## src/rtl/seg_display_module_if.sv

```systemverilog
// seg_display_module_if
//   CPU write port of the seven-segment display driver.
//   we    : one-cycle write strobe (CPU -> display)
//   wdata : 32-bit write data, sampled when we=1 (CPU -> display)
//   wack  : one-cycle write acknowledge (display -> CPU)
//   Modports: master (CPU side), slave (display side).
interface seg_display_module_if;
    logic        we;
    logic [31:0] wdata;
    logic        wack;

    modport master (output we, output wdata, input wack);
    modport slave  (input we, input wdata, output wack);
endinterface

```

## src/rtl/seg_display_module.sv

```systemverilog
// seg_display_module
//   Write-only seven-segment display driver. The CPU writes a 32-bit word;
//   the low 4*NDIG bits are shown as hex digits, time-multiplexed onto a
//   common-anode display. New values are committed only at frame end so a
//   frame never mixes old and new digits.
//
//   Parameters: NDIG (1..8) digits, SCAN_DIV (>=2) cycles per digit.
//   Ports:
//     clk   : system clock, rising edge
//     rst_n : asynchronous active-low reset
//     cpu   : seg_display_module_if.slave (we, wdata, wack)
//     an    : digit anodes, active-low, one-hot-low, an[0] = rightmost
//     seg   : segments {g,f,e,d,c,b,a}, active-low
//     dp    : decimal point, active-low, constantly off
//   Optional feature: define SEG_LZ_BLANK_EN for leading-zero blanking.
module seg_display_module #(
    parameter int unsigned NDIG     = 4,
    parameter int unsigned SCAN_DIV = 50000
) (
    input  logic                   clk,
    input  logic                   rst_n,
    seg_display_module_if.slave    cpu,
    output logic [NDIG-1:0]        an,
    output logic [6:0]             seg,
    output logic                   dp
);

    localparam int unsigned CW = (SCAN_DIV > 1) ? $clog2(SCAN_DIV) : 1;
    localparam int unsigned DW = (NDIG > 1) ? $clog2(NDIG) : 1;
    localparam logic [CW-1:0]   DIV_LAST = CW'(SCAN_DIV - 1);
    localparam logic [DW-1:0]   DIG_LAST = DW'(NDIG - 1);
    localparam logic [NDIG-1:0] AN_RST   = ~NDIG'(1);
    localparam logic [6:0]      SEG_ZERO = 7'b1000000;
    localparam logic [6:0]      SEG_OFF  = 7'b1111111;

    logic [31:0]   pend;
    logic          pend_v;
    logic [31:0]   disp;
    logic [CW-1:0] div_cnt;
    logic [DW-1:0] dig;

    logic          div_last;
    logic          frame_end;
    logic [DW-1:0] dig_nxt;
    logic [31:0]   disp_nxt;
    logic [3:0]    nib_nxt;
    logic [6:0]    seg_nxt;

    function automatic logic [6:0] hex7(input logic [3:0] v);
        logic [6:0] s;
        case (v)
            4'h0: s = 7'b1000000;
            4'h1: s = 7'b1111001;
            4'h2: s = 7'b0100100;
            4'h3: s = 7'b0110000;
            4'h4: s = 7'b0011001;
            4'h5: s = 7'b0010010;
            4'h6: s = 7'b0000010;
            4'h7: s = 7'b1111000;
            4'h8: s = 7'b0000000;
            4'h9: s = 7'b0010000;
            4'hA: s = 7'b0001000;
            4'hB: s = 7'b0000011;
            4'hC: s = 7'b1000110;
            4'hD: s = 7'b0100001;
            4'hE: s = 7'b0000110;
            default: s = 7'b0001110;
        endcase
        return s;
    endfunction

    always_comb begin
        div_last  = (div_cnt == DIV_LAST);
        frame_end = div_last && (dig == DIG_LAST);
        dig_nxt   = (dig == DIG_LAST) ? '0 : dig + 1'b1;

        // A write landing exactly on the frame-end cycle bypasses pend.
        disp_nxt = disp;
        if (frame_end) begin
            if (cpu.we)
                disp_nxt = cpu.wdata;
            else if (pend_v)
                disp_nxt = pend;
        end

        nib_nxt = '0;
        for (int unsigned k = 0; k < NDIG; k++) begin
            if (dig_nxt == DW'(k))
                nib_nxt = disp_nxt[4*k +: 4];
        end
    end

`ifdef SEG_LZ_BLANK_EN
    logic [NDIG-1:0] blank;
    logic [NDIG-1:0] blank_nxt;
    logic            blank_sel;

    // Digit k is blank when it and every digit above it are zero; digit 0
    // is never blank. Recomputed from the committed value only.
    always_comb begin
        logic upper_zero;
        blank_nxt  = blank;
        upper_zero = 1'b1;
        if (frame_end) begin
            blank_nxt = '0;
            for (int unsigned k = NDIG - 1; k >= 1; k--) begin
                upper_zero   = upper_zero && (disp_nxt[4*k +: 4] == 4'h0);
                blank_nxt[k] = upper_zero;
            end
        end

        blank_sel = 1'b0;
        for (int unsigned k = 0; k < NDIG; k++) begin
            if (dig_nxt == DW'(k))
                blank_sel = blank_nxt[k];
        end
        seg_nxt = blank_sel ? SEG_OFF : hex7(nib_nxt);
    end

    always_ff @(posedge clk or negedge rst_n) begin
        if (!rst_n)
            blank <= AN_RST;
        else
            blank <= blank_nxt;
    end
`else
    always_comb begin
        seg_nxt = hex7(nib_nxt);
    end
`endif

    always_ff @(posedge clk or negedge rst_n) begin
        if (!rst_n) begin
            pend    <= '0;
            pend_v  <= 1'b0;
            disp    <= '0;
            div_cnt <= '0;
            dig     <= '0;
            cpu.wack <= 1'b0;
            an      <= AN_RST;
            seg     <= SEG_ZERO;
        end else begin
            cpu.wack <= cpu.we;
            if (cpu.we)
                pend <= cpu.wdata;
            pend_v <= frame_end ? 1'b0 : (pend_v | cpu.we);
            disp   <= disp_nxt;
            if (div_last) begin
                div_cnt <= '0;
                dig     <= dig_nxt;
                an      <= ~(NDIG'(1) << dig_nxt);
                seg     <= seg_nxt;
            end else begin
                div_cnt <= div_cnt + 1'b1;
            end
        end
    end

    assign dp = 1'b1;

endmodule

```

## src/flat_wrapper.sv

```systemverilog
// flat-port wrapper written by rule: the top's interface ports become plain ports
module seg_display_module_flat 
#(
    parameter int unsigned NDIG     = 4,
    parameter int unsigned SCAN_DIV = 50000
)
  (clk, rst_n, an, seg, dp, cpu_we, cpu_wdata, cpu_wack);
  seg_display_module_if cpu_i ();
  input  logic clk;
  input  logic rst_n;
  output logic [NDIG-1:0] an;
  output logic [6:0] seg;
  output logic dp;
  input wire logic [$bits(cpu_i.we)-1:0] cpu_we;
  input wire logic [$bits(cpu_i.wdata)-1:0] cpu_wdata;
  output wire logic [$bits(cpu_i.wack)-1:0] cpu_wack;
  assign cpu_i.we = cpu_we;
  assign cpu_i.wdata = cpu_wdata;
  assign cpu_wack = cpu_i.wack;
  seg_display_module #(.NDIG(NDIG), .SCAN_DIV(SCAN_DIV)) u_core (.clk(clk), .rst_n(rst_n), .cpu(cpu_i), .an(an), .seg(seg), .dp(dp));
endmodule
```

## config.mk

```make
export PLATFORM = sky130hd
export DESIGN_NAME = seg_display_module_flat
export DESIGN_NICKNAME = d
export VERILOG_FILES = /design/src/rtl/seg_display_module_if.sv /design/src/rtl/seg_display_module.sv /design/src/flat_wrapper.sv
export SDC_FILE = /design/constraint.sdc
export NUM_CORES = 1
export LEC_CHECK = 0
export ABC_AREA = 1
export BUFFER_PORTS_ARGS = -buffer_cell sky130_fd_sc_hd__buf_2
export CORE_AREA = 2 2 84 86
export DETAILED_ROUTE_END_ITERATION = 7
export DIE_AREA = 0 0 86 88
export GPL_TIMING_DRIVEN = 0
export HOLD_SLACK_MARGIN = 0.05
export PLACE_DENSITY = 0.77
export SKIP_LAST_GASP = 1
export SYNTH_ARGS = -nofsm -noshare
export SYNTH_HDL_FRONTEND = slang
export SYNTH_SLANG_ARGS = --single-unit
export TNS_END_PERCENT = 1
```

## constraint.sdc

```tcl
create_clock -name clk -period 4.6 [get_ports clk]
set_clock_uncertainty 0.15 [all_clocks]
set_input_delay 0.46 -clock clk [delete_from_list [all_inputs] [get_ports clk]]
set_output_delay 0.46 -clock clk [all_outputs]
set_load 0.03 [all_outputs]
```

[Yosys cells after proc, flatten, opt, wreduce, memory -nomap -nowiden]
Memory sizes are Yosys's and may differ from the RTL's. A register that Yosys moved wholly into a read port is not among the register bits.
Cells that the tools add are included.
Widths: inputs -> output; s select.
Storage, ports and cells
  memory bits (writable): 0
  memories: 1
  output and inout bits: 13
  logic and storage cells: 31
  bits in latches: 0
  input bits: 35
  ROM bits: 112
  register bits: 56
Memories
  (no name shown): depth 16, bits a word 7, rd ports 1, clocked after memory_dff 1, write ports 0, RTL line seg_display_module.sv:51  | case (v)
Operators by class
  order comparisons: 0
  bitwise logic cells: 2
  add/sub/neg operators: 2
  equal/unequal tests: 5
  reduce and logical (&&, ||, !) cells: 3
  shift operators: 1
  divide/modulo/power cells: 0
  mux-type cells: 10
  multipliers: 0
Operators with widths (count)
  $mux 16: 4
  $add 16x1->16 const B: 1
  $eq 16x16->1 const B: 1
  $mux 4: 4
  $eq 2x2->1 const B: 3
  $not 4->4: 1
  $shl 1x2->4 const A: 1
  $add 2x1->2 const B: 1
  $eq 2x1->1 const B: 1
  $logic_not 2->1: 1
  $mux 2: 1
  $logic_and 1x1->1: 1
  $logic_not 1->1: 1
  $mux 1: 1
  $or 1x1->1: 1

[Longest topological paths before layout]
Gate-level depths: netlist of run 1.
  word-level depth: 7
  gate-level depth with buffers: 21
  gate-level depth less buffers: 20

[Least setup slack after synthesis of run 1]
No wires, ideal clock.
  kind: reg-to-reg
  from: reg u_core.div_cnt[0]
  to: reg u_core.seg[3]
  data arrival time: 2.106 ns
  path buffers: 0
  clock period less this slack: 2.373 ns
  stages on the path, launching flop included: 20
  setup slack: 2.227 ns
  setup time: 0.117 ns
  data required time: 4.333 ns
  cells stage by stage: dfrtp_1 ha_1 nand3_4 nor2_8 nand2_4 nor2_8 o21ai_1 nand3_1 nand2_1 inv_1 nand2_1 nand2_1 inv_2 ha_1 inv_1 nand3_1 nand3_1 nand2_1 nand2_1 nand2_1
On the way
  cells in the longest elaborated chain, start to end: 7
RTL lines
  from (decl): RTL line seg_display_module.sv:39  | logic [CW-1:0] div_cnt;
  from (signal assigned): RTL line seg_display_module.sv:154  | div_cnt <= div_cnt + 1'b1;
  $eq 16x16->1 (*): RTL line seg_display_module.sv:73  | div_last = (div_cnt == DIV_LAST);
  $logic_and 1x1->1: RTL line seg_display_module.sv:74  | frame_end = div_last && (dig == DIG_LAST);
  $mux 16: RTL line seg_display_module.sv:79  | if (frame_end) begin
  $mux 4 (4 in a row): RTL line seg_display_module.sv:88  | if (dig_nxt == DW'(k))
  to (decl): RTL line seg_display_module.sv:24  | output logic [6:0] seg,
Every way passes the cells marked *; elsewhere a longest branch is shown, timed or not.
A chain may end at the register's enable or synchronous reset.

[Final worst setup path of run 1]
  from: reg u_core.div_cnt[0]
  to: reg u_core.seg[3]
On the way
  elaborated cells between the ends (all ways): 7
  those cells by class: eq/ne: 1; mux: 5; reduce/logical: 1
RTL lines
  $eq 16x16->1: RTL line seg_display_module.sv:73
  $logic_and 1x1->1: RTL line seg_display_module.sv:74
  $mux 16: RTL line seg_display_module.sv:79
  via u_core.disp_nxt[5]: RTL line seg_display_module.sv:45  | logic [31:0] disp_nxt;
  $mux 4 (3 in a row): RTL line seg_display_module.sv:88
The timed path passes the listed nets, and every way through them passes these cells.

==> results of run 1 <==
-- kinds of logic (layout without fill, tap and decap cells) --
logic type / count (synthesis) / in the layout / share of synthesized area [%]
compound gates: 43 / 43 / 6.53
buf+inv: 65 / 112 / 7.48
simple gates: 279 / 279 / 36.7
fa+ha+maj: 11 / 11 / 3.88
other cells: 1 / 1 / 0.106
flops: 63 / 63 / 44.6
xor+xnor: 3 / 3 / 0.741
-- through the flow --
step / setup slack, ns / power (uW) / hold slack [ns] / area (um2) / utilization, %
floorplan: 2.23 / 615 / 0.0144 / 3550 / -
global placement: 1.74 / 641 / 0.297 / 3800 / 57.1
detailed placement: 1.70 / 645 / 0.304 / 3820 / 57.4
CTS: 1.88 / 1070 / 0.0594 / 3990 / 60.0
global route: 1.60 / 1110 / 0.0966 / 3990 / 60.0
finish: 1.87 / 1060 / 0.0381 / 3990 / 60.0
-- path summary, 6_finish.rpt --
path	start	to	slack [ns]	depth (start not counted)
max	u_core.div_cnt[0]	u_core.seg[3]	1.87	19
min	rst_n	u_core.disp[0]	0.04	1
max reg2reg	u_core.div_cnt[0]	u_core.seg[3]	1.87	19
min reg2reg	u_core.div_cnt[0]	u_core.div_cnt[0]	0.31	1
max in group asynchronous	rst_n	u_core.pend[9]	3.65	2
min in group clk	cpu_we	u_core.cpu.wack	0.12	1
-- cell usage after synthesis (all sizes together) (4+ instances only) --
cell type  count
nand3         41
nor2          32
o21ai         26
clkbuf         4
a21oi         12
a21boi         4
ha            11
inv           50
dfrtp         59
dfstp          4
nand2        199
buf            9
-- cell type report --
class,instances,area share (%)
buffer,13,1.69
sequential,63,39.7
inverter,52,4.96
timing repair buffer,31,4.27
tap,80,2.51
clock inverter,1,0.126
multi-input combinational,337,42.6
clock buffer,15,4.17
-- report_power, final --
group	switching, uW	total, uW	internal [uW]
Combinational	39.3	61.2	22.0
Sequential	5.98	573	567
Clock	205	430	225
Total	250	1060	814
-- state kept, by name, indices dropped and copies added, names as in the netlist --
register / flops
u_core.div_cnt: 16
u_core.disp: 16
u_core.cpu.wack: 1
u_core.an: 4
u_core.seg: 7
u_core.pend: 16
u_core.dig: 2
u_core.pend_v: 1
-- routing by layer --
| layer | GRT usage [%] | vias to the layer above | routed length [um] |
|---|---|---|---|
| met1 | 28.7 | 1406 | 3570 |
| met4 | 6.35 | 0 | 76 |
| met3 | 4.15 | 8 | 317 |
| met2 | 33.2 | 78 | 3460 |
| met5 | 0 | - | 0 |
| li1 | - | 1517 | - |
-- critical path: stages, from the launching register on --
cell	delay, ns
dfrtp_1	0.37
ha_1	0.23
nand3_4	0.15
nor2_8	0.16
nand2_4	0.10
nor2_8	0.17
nand2_1	0.07
nand2_1	0.08
nand2_1	0.06
nand3_1	0.08
nand2_1	0.07
nand2_1	0.16
inv_2	0.08
ha_1	0.26
inv_1	0.07
nand3_1	0.08
nand3_1	0.09
nand2_1	0.05
nand2_1	0.06
nand2_1	0.06
==> summary.md, run 1 <==
| Metric | Value |
|---|---|
| Hold Fails Final Rpt | `0` |
| First drt pass iteration count | `4` |
| Minimum clock period | `2.73 ns` |
| Final setup fails | `0` |
| H-tree levels | `3` |
| Period utilization | `59.2%` |
| # fillers | `about 560` |
| Cts repair resizes | `0` |
| Gpl congestion | `0.881` |
| Mapped Nets | `between 500 and 600` |
| Worst Hold Class | `in2async` |
| RSZ-0062 raised after global routing | `false` |
| Worst Setup Start Kind | `register` |
| ANT nets after route | `0` |
| Initial antenna violation count | `0` |
| CTS tree | `yes` |
| CTS Buf Count | `9` |
| Worst Tran Pin Value | `between 0.7 and 0.8 ns` |
| Die Y | `about 88 um` |
| Die Width | `approximately 86 um` |
| # clock sinks | `63` |
| Number of max-cap violations | `0` |
| Crit end category | `register` |
| Wirelength per Cell | `12.5 um` |
| Die ar. | `0.00757 mm2` |
| Post-synth EDFFs | `0` |
| Starting density of the core | `a little over half` |
| Nets | `around 550` |
| Seq/Total Area, Yosys | `between 40 and 50%` |
| Worst Path Arrival | `between 2 and 3 ns` |
| Clk_lat worst skew | `approximately 0.33 ns` |
| GRT Residual Overflow | `0` |
| Leak Pwr | `0.00209 uW` |
| TNS Setup | `0 ns` |
| Multi-input gate area | `0.00170 mm2` |
| Root Driver | `clkbuf_8` |
| Iteration-0 DRC Markers | `just under 200` |
| Vias per inst | `slightly above 5` |
| Detailed Place HPWL | `between 5 and 6 mm` |
| Post-synth top area cell | `dfrtp_1` |
| Seq cells post-synth | `63` |
| Global-route usage over all layers | `20.8%` |
| Commonest non-fill, non-tap cell in the layout | `nand2_1` |
| Area occupied by registers | `around 0.0016 mm2` |
| Num rows | `30` |
| Pwr dens | `267 mW/mm2` |
| Diode count | `0` |
| Run status | `completed` |
| Largest net degree at the start of global routing | `33` |
| Fmax achieved | `approximately 370 MHz` |
| Number of global-route vias before repair | `2,807` |
| Post-Syn Area | `about 0.0035 mm2` |
| Critical path class | `reg2reg` |
| Global-route wire length before repair | `approximately 13 mm` |
| Final Routed Wirelength | `about 7.4 mm` |
| CP Max Fanout | `10` |
| Setup bufs post-CTS | `0` |
| # port buffers | `30` |
| Netlist cell types | `35` |
| Commonest non-fill, non-tap cells in the layout | `nand2_1 (180), dfrtp_1 (59), inv_1 (38)` |
| Core area | `around 0.0066 mm2` |
| Dpl cells | `576` |
| Non-filler cells, final | `between 500 and 600` |
| Residual DRC count | `0` |
| Syn Area/Cell | `roughly 7.6 um2` |
| Fraction of layout cells with a size suffix above 1 | `roughly a fifth` |
| VDD IR-drop max | `around 0.15 mV` |
| Critical Path RT | `~4.7 ns` |
| Area growth from synthesis to layout | `12.5%` |
| Ys async rst share | `100%` |
| # hold bufs at CTS | `0` |
| Maximum clock insertion buffer count | `2` |
| Yosys warns | `0` |
| Synth top area cells | `dfrtp_1 (42%), nand2_1 (19%), nand3_1 (5.2%)` |
| Final slew viol count | `0` |
| Post-Syn Instances | `465` |
| Reg clk slew, reported paths | `around 0.070 ns` |
| Via Count | `3,009` |
| Ys flop type | `dfrtp_1` |
| # IOs | `48` |
| Area share of the largest cell type after synthesis | `about two fifths` |
| Rel. slew slack | `50.7%` |
(Power assumes the default switching activity.)
==> run 2, diff against run 1 <==
--- a/config.mk
+++ b/config.mk
@@ -5,14 +5,14 @@
 export SDC_FILE = /design/constraint.sdc
 export NUM_CORES = 1
 export LEC_CHECK = 0
-export ABC_AREA = 1
+export ABC_AREA = 0
 export BUFFER_PORTS_ARGS = -buffer_cell sky130_fd_sc_hd__buf_2
-export CORE_AREA = 2 2 84 86
+export CORE_AREA = 2 2 79 81
 export DETAILED_ROUTE_END_ITERATION = 7
-export DIE_AREA = 0 0 86 88
+export DIE_AREA = 0 0 81 83
 export GPL_TIMING_DRIVEN = 0
 export HOLD_SLACK_MARGIN = 0.05
-export PLACE_DENSITY = 0.77
+export PLACE_DENSITY = 0.78
 export SKIP_LAST_GASP = 1
 export SYNTH_ARGS = -nofsm -noshare
 export SYNTH_HDL_FRONTEND = slang
==> constraint.sdc (replaced) <==
create_clock -name clk -period 2.7 [get_ports clk]
set_clock_uncertainty 0.15 [all_clocks]
set_input_delay 0.27 -clock clk [delete_from_list [all_inputs] [get_ports clk]]
set_output_delay 0.27 -clock clk [all_outputs]
set_load 0.03 [all_outputs]
==> summary.md, run 2 <==
| Metric | Value |
|---|---|
| Run status | `complete, but fails checks` |
| Failing checks | `setup timing` |
| # IOs | `48 (unchanged)` |
| # clock sinks | `63 (unchanged)` |
| Pwr dens | `494 mW/mm2 (+85%)` |
| Pre-CTS WS | `-1.13 ns (-2.83 ns)` |
| Count leader, synth | `dfrtp_1` |
| Detailed Place HPWL | `4.44 mm (-18%)` |
| Top Registers | `u_core.disp x16, u_core.div_cnt x16, u_core.pend x16` |
| Vias per inst | `5.52 (+8.6%)` |
| Worst Setup Start Kind | `register` |
| Synth top area cells | `dfrtp_1 (47%), mux2_2 (6.5%), ha_1 (4.4%)` |
| Iteration-0 DRC Markers | `167 (-14%)` |
| Global-route usage over all layers | `22.3% (+1.5 points)` |
| Root Driver | `clkbuf_8` |
| Ys flop type | `dfrtp_1` |
| Period utilization | `119% (+59 points)` |
| Final setup fails | `7 (+7)` |
| Post-Syn Area | `0.00314 mm2 (-12%)` |
| Minimum clock period | `3.20 ns (+0.478 ns)` |
| Number of global-route vias before repair | `2,463 (-12%)` |
| Seq cells post-synth | `63 (unchanged)` |
| Number of max-cap violations | `0 (unchanged)` |
| Ys async rst share | `100% (unchanged)` |
| Critical Path Max Stage Delay | `0.47 ns (+0.10 ns)` |
| Largest net degree at the start of global routing | `64 (+94%)` |
| Syn Area/Cell | `11.1 um2 (+46%)` |
| Global-route wire length before repair | `11.7 mm (-6.6%)` |
| Final core utilization | `73.2% (+13 points)` |
| VDD IR-drop max | `0.331 mV (+120%)` |
| Leak Pwr | `0.00197 uW (-6.0%)` |
| PnR worst setup slack | `-0.503 ns (-2.38 ns)` |
| Reg power frac | `46.5% (-7.3 points)` |
| Mapped Nets | `328 (-36%)` |
| Reg clk slew, reported paths | `0.07 ns (about the same)` |
| Starting density of the core | `53.9% (+0.54 points)` |
| GRT Residual Overflow | `0 (unchanged)` |
| Nets | `414 (-25%)` |
| Initial antenna violation count | `0 (unchanged)` |
| Gpl congestion | `0.846 (-4.0%)` |
| Fmax achieved | `312 MHz (-15%)` |
| Die Width | `81 um (-5.8%)` |
| Yosys warns | `0 (unchanged)` |
| Die ar. | `0.00672 mm2 (-11%)` |
| Residual DRC count | `0 (unchanged)` |
| Final hold slack | `0.0664 ns (+0.0283 ns)` |
| Clk_lat worst skew | `0.33 ns (about the same)` |
| Slowest-stage cell, CP | `nor4_4` |
| Commonest non-fill, non-tap cells in the layout | `dfrtp_1 (57), buf_2 (30), buf_4 (30)` |
| Leading cell types by count after synthesis | `dfrtp_1 (59), nor2_1 (24), nand2_1 (21), mux2_2 (18), inv_1 (13)` |
| Post-place instance area | `0.00341 mm2 (-11%)` |
| Num rows | `28 (-6.7%)` |
| RSZ-0062 raised after global routing | `true` |
| Worst Path Arrival | `3.32 ns (+0.52 ns)` |
| Worst Tran Pin Value | `0.780 ns (+0.0414 ns)` |
| Worst Hold Class | `in2reg` |
| Netlist cell types | `50 (+43%)` |
| Comb pwr share | `6.0% (+0.2 points)` |
| Area share of the largest cell type after synthesis | `47.1% (+5.4 points)` |
| CP Max Fanout | `5 (-5)` |
| Most Frequent Cell on Critical Path | `buf_4` |
| Critical Path RT | `2.82 ns (-1.86 ns)` |
| Seq/Total Area, Yosys | `50.4% (+5.8 points)` |
| Wirelength per Cell | `16.2 um (+29%)` |
| Design area | `0.00426 mm2 (+6.8%)` |
| Final slew viol count | `0 (unchanged)` |
| Critical path, cell by cell | `nor4b_4, buf_4, and4_1, mux2i_1, a21oi_1, o41a_1, nor4_4, buf_4, a2111oi_4, nor2_1` |
| Maximum clock insertion buffer count | `2 (unchanged)` |
| H-tree levels | `3 (unchanged)` |
| Clk pwr share | `47.5% (+7.1 points)` |
| Area growth from synthesis to layout | `35.8%` |
| Die Y | `83 um (-5.7%)` |
| Post-synth top area cell | `dfrtp_1` |
| Post-Syn Instances | `282 (-39%)` |
| ANT nets after route | `0 (unchanged)` |
| Sw Share | `20.7% (-2.8 points)` |
| Rel. slew slack | `48.0% (-2.8 points)` |
| TNS Setup | `-3.13 ns (-3.13 ns)` |
| Critical path class | `reg2reg` |
| Via Count | `2,473 (-18%)` |
| CTS tree | `yes` |
| Crit end category | `register` |
| Diode count | `0 (unchanged)` |
| Post-synth EDFFs | `0 (unchanged)` |
| Internal | `1670 uW (+100%)` |
| Sw Pwr | `435 uW (+74%)` |
| # fillers | `403 (-29%)` |
| Hold Fails Final Rpt | `0 (unchanged)` |
| Final Routed Wirelength | `7.28 mm (-2.0%)` |
| Fraction of layout cells with a size suffix above 1 | `38.1% (+18 points)` |
| Core area | `0.00582 mm2 (-12%)` |
| CTS Buf Count | `9 (unchanged)` |
| Commonest non-fill, non-tap cell in the layout | `dfrtp_1` |
| First drt pass iteration count | `4 (unchanged)` |
| # port buffers | `30 (unchanged)` |
-- run 2: changes by cell type after synthesis, moves of 11 or more --
cell and change:
nand2_1 -159, nand3_1 -28, inv_1 -25, mux2_2 +18, o21ai_0 -14, nand2_2 -12, inv_2 -11
-- run 2: worst max-delay path, delay by kind of cell, from the launching register on --
family	cells	cell delay, ns
buffers and inverters	2	0.36
flip-flops	1	0.44
multiplexers	1	0.27
AND/OR/NAND/NOR	4	1.22
AO/OA/AOI/OAI	3	0.69
-- run 2: cell families after synthesis --
logic type               Yosys count  synth area share (%)
AO/OA/AOI/OAI                     55                  13.0
AND/OR/NAND/NOR                   89                  16.0
buffers and inverters             23                  2.95
multiplexers                      26                  9.10
XOR/XNOR                          14                  3.91
flip-flops                        63                  50.4
other                              1                 0.120
adder cells (fa/ha/maj)           11                  4.39
-- run 2: per-stage QoR --
step,cells,total power [uW]
after floorplan,282,1050
after global placement,387,1090
after detailed placement,387,1100
after CTS,438,2120
after global routing,448,2170
final,448,2100
-- run 2: worst paths after layout --
check	startpoint	end	slack, ns	cells after the start
worst max-delay path	u_core.div_cnt[12]	u_core.seg[4]	-0.50	10
worst min-delay path	cpu_wdata[0]	u_core.pend[0]	0.07	2
worst max register to register	u_core.div_cnt[12]	u_core.seg[4]	-0.50	10
worst min register to register	u_core.an[2]	u_core.an[2]	0.33	2
max in group asynchronous	rst_n	u_core.dig[0]	1.43	2
min in group asynchronous	rst_n	u_core.cpu.wack	0.41	2
-- run 2: power by group through the flow --
| stage | clock, uW | combinational, uW | sequential (uW) |
|---|---|---|---|
| after floorplan | 0 | 54.5 | 995 |
| after global placement | 0 | 97.1 | 994 |
| after detailed placement | 0 | 99.8 | 996 |
| after CTS | 1010 | 124 | 978 |
| after global routing | 1050 | 140 | 980 |
| final | 1000 | 126 | 977 |
-- run 2: area by class of cell --
type | count | area, um2 | area share, %
Clock buffer | 10 | 138 | 3.23
Inverter | 13 | 53.8 | 1.26
Timing Repair Buffer | 75 | 536 | 12.6
Clock inverter | 6 | 108 | 2.53
Sequential cell | 63 | 1580 | 37.2
Multi-Input combinational cell | 196 | 1690 | 39.7
Tap cell | 75 | 93.8 | 2.20
Buffer | 10 | 53.8 | 1.26
-- run 2: routing by layer --
layer,part of all wire (%),GRT usage (%),wire [um]
met5,0,0,0
met4,1.9,9.40,136
met3,4.2,4.24,306
met2,48,34.9,3530
met1,45,30.1,3310
-- run 2: what timing repair did --
action                                  4_1_cts  5_1_grt
gates resized for setup                      29       16
buffers inserted                             21        9
hold buffers                                 14        1
pin swaps                                    14       17
endpoints found under the setup margin        7        7
hold endpoints to repair                     14       59
